### src/rtl/bus_control_sequencer.sv
// Timing-and-control sequencer for the basic computer's common bus.
// Each timing step T0..T6 runs a SEL clock (bus source chosen) and an LD clock (strobes fire).
module bus_control_sequencer (
  input  logic        CLK,
  input  logic        RST,
  input  logic        RUN,
  input  logic [15:0] IR,
  input  logic        DR_ZERO,
  output logic [7:0]  selection,
  output logic        AR_LD,
  output logic        AR_INR,
  output logic        PC_LD,
  output logic        PC_INR,
  output logic        DR_LD,
  output logic        DR_INR,
  output logic        IR_LD,
  output logic        AC_LD,
  output logic        MEM_WR,
  output logic [1:0]  ALU_OP,
  output logic        REG_EXEC,
  output logic [2:0]  SC,
  output logic        PHASE,
  output logic        HALTED
);

  typedef enum logic [1:0] {ST_IDLE, ST_SEL, ST_LD} state_t;

  state_t      state_q, state_d;
  logic [2:0]  sc_q, sc_d;
  logic        halted_q, halted_d;
  logic [2:0]  d_q;
  logic        i_q;
  logic        hlt_q;
  logic        latch_op;
  logic        last_step;
  logic        ld;

  always_ff @(posedge CLK) begin
    if (RST) begin
      state_q  <= ST_IDLE;
      sc_q     <= 3'd0;
      halted_q <= 1'b0;
      d_q      <= 3'd0;
      i_q      <= 1'b0;
      hlt_q    <= 1'b0;
    end else begin
      state_q  <= state_d;
      sc_q     <= sc_d;
      halted_q <= halted_d;
      if (latch_op) begin
        d_q   <= IR[14:12];
        i_q   <= IR[15];
        hlt_q <= (IR == 16'h7001);
      end
    end
  end

  // Final step of the current instruction, by opcode.
  always_comb begin
    last_step = 1'b0;
    case (sc_q)
      3'd3:    last_step = (d_q == 3'd7);
      3'd4:    last_step = (d_q == 3'd3) || (d_q == 3'd4);
      3'd5:    last_step = (d_q <= 3'd2) || (d_q == 3'd5);
      3'd6:    last_step = 1'b1;
      default: last_step = 1'b0;
    endcase
  end

  always_comb begin
    state_d  = state_q;
    sc_d     = sc_q;
    halted_d = halted_q;
    latch_op = 1'b0;
    case (state_q)
      ST_IDLE: begin
        if (RUN) begin
          state_d  = ST_SEL;
          sc_d     = 3'd0;
          halted_d = 1'b0;
        end
      end
      ST_SEL: begin
        state_d  = ST_LD;
        latch_op = (sc_q == 3'd2);
      end
      ST_LD: begin
        state_d = ST_SEL;
        if (last_step) begin
          sc_d = 3'd0;
          if ((sc_q == 3'd3) && hlt_q) begin
            state_d  = ST_IDLE;
            halted_d = 1'b1;
          end
        end else begin
          sc_d = sc_q + 3'd1;
        end
      end
      default: begin
        state_d = ST_IDLE;
        sc_d    = 3'd0;
      end
    endcase
  end

  assign ld     = (state_q == ST_LD);
  assign SC     = sc_q;
  assign PHASE  = ld;
  assign HALTED = halted_q;

  // Source is decoded from the step alone; strobes are qualified by the LD phase.
  always_comb begin
    selection = 8'd0;
    AR_LD     = 1'b0;
    AR_INR    = 1'b0;
    PC_LD     = 1'b0;
    PC_INR    = 1'b0;
    DR_LD     = 1'b0;
    DR_INR    = 1'b0;
    IR_LD     = 1'b0;
    AC_LD     = 1'b0;
    MEM_WR    = 1'b0;
    ALU_OP    = 2'b00;
    REG_EXEC  = 1'b0;
    if (state_q != ST_IDLE) begin
      case (sc_q)
        3'd0: begin selection = 8'd4;   AR_LD = ld; end
        3'd1: begin selection = 8'd128; IR_LD = ld; PC_INR = ld; end
        3'd2: begin selection = 8'd32;  AR_LD = ld; end
        3'd3: begin
          if (d_q == 3'd7) begin
            REG_EXEC = ld & ~hlt_q;
          end else if (i_q) begin
            selection = 8'd128;
            AR_LD     = ld;
          end
        end
        3'd4: begin
          case (d_q)
            3'd0, 3'd1, 3'd2, 3'd6: begin selection = 8'd128; DR_LD = ld; end
            3'd3:    begin selection = 8'd16; MEM_WR = ld; end
            3'd4:    begin selection = 8'd2;  PC_LD = ld; end
            3'd5:    begin selection = 8'd4;  MEM_WR = ld; AR_INR = ld; end
            default: selection = 8'd0;
          endcase
        end
        3'd5: begin
          case (d_q)
            3'd0:    begin AC_LD = ld; ALU_OP = 2'b00; end
            3'd1:    begin AC_LD = ld; ALU_OP = {1'b0, ld}; end
            3'd2:    begin AC_LD = ld; ALU_OP = {ld, 1'b0}; end
            3'd5:    begin selection = 8'd2; PC_LD = ld; end
            3'd6:    DR_INR = ld;
            default: selection = 8'd0;
          endcase
        end
        3'd6: begin selection = 8'd8; MEM_WR = ld; PC_INR = ld & DR_ZERO; end
        default: selection = 8'd0;
      endcase
    end
  end

endmodule

### config.mk
export PLATFORM = sky130hd
export DESIGN_NAME = bus_control_sequencer
export DESIGN_NICKNAME = d
export VERILOG_FILES = /design/src/rtl/bus_control_sequencer.sv
export SDC_FILE = /design/constraint.sdc
export NUM_CORES = 1
export LEC_CHECK = 0
export ABC_CLOCK_PERIOD_IN_PS = 4560
export BUFFER_PORTS_ARGS = -buffer_cell sky130_fd_sc_hd__buf_4
export CAP_MARGIN = 0
export CORE_MARGIN = 1
export CORE_UTILIZATION = 48
export CTS_CLUSTER_SIZE = 40
export DETAILED_ROUTE_END_ITERATION = 8
export GPL_TIMING_DRIVEN = 0
export PLACE_DENSITY = 0.84
export SLEW_MARGIN = 10
export SYNTH_ARGS = -nofsm -noshare
export SYNTH_HDL_FRONTEND = slang
export SYNTH_SLANG_ARGS = --single-unit
### constraint.sdc
create_clock -name CLK -period 4.56 [get_ports CLK]
set_input_delay 0.456 -clock CLK [delete_from_list [all_inputs] [get_ports CLK]]
set_output_delay 0.456 -clock CLK [all_outputs]
set_load 0.05 [all_outputs]
==> run metrics <==
Final min period 2.50 ns; Yosys warnings 0; FF-to-FF End state_q[0]; post-route DRC violation count 0; Clock Sinks 11; Overflow after GRT 0; PwrDens 168 nW/µm²; Starting Density 0.513; register area 220 µm²; slowest stage cell, crit path or4_1; filler cell count around 160; crit path launch type register; die area about 2000 µm²; Post-Layout Inst Area 1260 µm²; crit-path cells ha_1, ha_1, nor4_1, or4_1, nor2_1, buf_4; Final setup viols 0; Most common cell on crit path ha_1; Fin Clk Skew a little under 0.0004 ns; ANT nets after route 0; PortBufs 41; post-synth design cell area between 800 and 900 µm²; post-layout util 0.725; ANT cells 0; antenna violations before repair 0; clock buffer depth 2; post-DR vias/cell about 5.5; Unique masters post-synth 38; WP data required 4.10 ns; CTS tree done; crit path capture type output port; delay of the slowest cell on the worst path 0.49 ns; area grow syn2layout 41.2%; part of the Yosys area used for sequential elements 0.246; I/O pin cnt 45; status complete, no violations; commonest non-fill, non-tap cells in the layout buf_4, nor2_1, nand2_1, dfxtp_1; synthesized area per cell slightly below 8 µm²; achievable clock frequency 0.400 GHz; wire per inst ~13 µm; DP Area 1240 µm²; RSZ-0062 raised after global routing no; Crit Path Category register to output port; global-route wire length before repair 3760 µm; Hold Path Depth 3; post-CTS setup buffer count 0; row cnt 15; via count 1025; post_cts resized 0; setup_tns 0 ns; worst reg2reg path startpoint SC[0]; area occupied by multi-input gates around 600 µm²; Period Utilization, post-route 0.548; Final Worst Setup Slack 2.06 ns; Peak VDD IR between 0.15 and 0.2 mV; TritonCTS Buffers 3; Die H 45.2 µm; vias in the first global route 901; # hold bufs at CTS 0; Min Hold Slack approximately 0.43 ns; Reg clk slew, reported paths 0.07 ns; core footprint around 1700 µm²; Tot GR Track Use 0.249; routability-driven placement congestion ratio 0.844; Yosys top cell by area dfxtp_1; dpl cells about 180; DRT Pass-1 Iters 4; Crit path arrival time 2.04 ns; HPWL after detailed placement 1900 µm; Leak Pwr ~0.52 nW; drt total wl 2370 µm; Fin. Hold Viols 0; Max FO, Critical Path 6; H-tree levels 1; initial DRC count 20; share of the synthesized area in the top cell type 0.246; register bit total from synthesis 11; non-filler cells, final 186; die width 45.2 µm; cell count after synthesis around 120; reg-to-reg setup timing slack around 2.8 ns; Worst R2R Path Depth 7; final-stage net count 187; Worst Hold Endpoint d_q[1]; Total Power 0.213 mW; Hold Path Origin IR[13]; max cap viols 0; worst-skew pair later-pin latency 0.27 ns; CTS root buffer clkbuf_4; commonest non-fill, non-tap cell in the layout buf_4; largest net degree at the start of global routing 11; top cells by area, synth dfxtp_1, ha_1, mux2i_1; worst hold path class primary input to register; fin. max-slew vios 0; dpl ws ~2.4 ns; layout cells sized above 1 0.366
-- worst max-delay path by stage --
stage	endpoint	cells after the start	from
global placement	selection[1]	6	SC[0]
finish	selection[1]	6	SC[0]
floorplan	REG_EXEC	4	SC[0]
detailed placement	selection[1]	6	SC[0]
CTS	selection[1]	6	SC[0]
global route	selection[1]	6	SC[0]
-- area by class of cell --
type | instances | area share
Sequential cell | 11 | 0.174
Multi-Input combinational cell | 89 | 0.473
Buffer | 9 | 0.0435
Clock buffer | 4 | 0.0208
Inverter | 7 | 0.0208
Tap cell | 25 | 0.0247
Timing Repair Buffer | 41 | 0.243
-- kinds of logic after synthesis --
family                     after synthesis  share of synthesized area
DFF                                     11                      0.246
xor gates and xnor gates                 1                    0.00978
buffers and inverters                   16                     0.0908
other                                    1                    0.00419
AOI/OAI and AO/OA                       18                      0.152
and+or+nand+nor                         58                      0.372
muxes                                    5                     0.0559
adders and majority gates                5                     0.0698
-- where the power goes --
part / internal (mW) / leakage (nW) / switching (mW) / total (mW)
sequential: 0.0974 / 0.0890 / 0.00269 / 0.100
combinational: 0.0194 / 0.420 / 0.0258 / 0.0453
clock: 0.0339 / 0.0150 / 0.0334 / 0.0672
-- routing by layer --
layer,wire (µm),share of wire,GRT usage,up-vias
li1,-,-,-,500
met1,1020,0.43,0.307,476
met2,1180,0.50,0.435,45
met3,155,0.065,0.0160,4
met4,17,0.0072,0.121,0
met5,0,0,0,-
-- worst max-delay path, delay by kind of cell, from the launching register on --
kind	cells	cell delay, ns
flops	1	0.43
buf+inv	1	0.21
simple gates	3	0.71
fa+ha+maj	2	0.43
-- cells in the mapped netlist --
| cell type | count |
|---|---|
| nand4_1 | 3 |
| a211oi_1 | 1 |
| a311oi_1 | 1 |
| conb_1 | 1 |
| nor2b_1 | 1 |
| a21o_2 | 1 |
| buf_6 | 1 |
| buf_2 | 5 |
| nor4_1 | 6 |
| nand2_1 | 12 |
| buf_4 | 2 |
| o311a_1 | 1 |
| and4_1 | 1 |
| a2111oi_2 | 1 |
| or4_1 | 1 |
| nand4bb_1 | 1 |
| a21oi_2 | 1 |
| a21oi_1 | 5 |
| o31ai_4 | 1 |
| a31oi_1 | 1 |
| mux2i_1 | 5 |
| nand3b_1 | 1 |
| clkbuf_1 | 1 |
| nand2b_1 | 2 |
| nor2_1 | 13 |
| ha_1 | 5 |
| dfxtp_1 | 11 |
| nor3b_1 | 5 |
| o21ai_0 | 5 |
| inv_1 | 6 |
| nand3_1 | 4 |
| nand2b_4 | 1 |
| nor3_1 | 3 |
| and4bb_4 | 1 |
| inv_2 | 1 |
| and3b_1 | 1 |
| xor2_1 | 1 |
| nand4b_1 | 2 |
-- sequential cells by signal (all words and copies together), names as in the netlist --
name and flops:
state_q 2, hlt_q 1, HALTED 1, i_q 1, d_q 3, SC 3
Power figures use the tool's default switching activity.
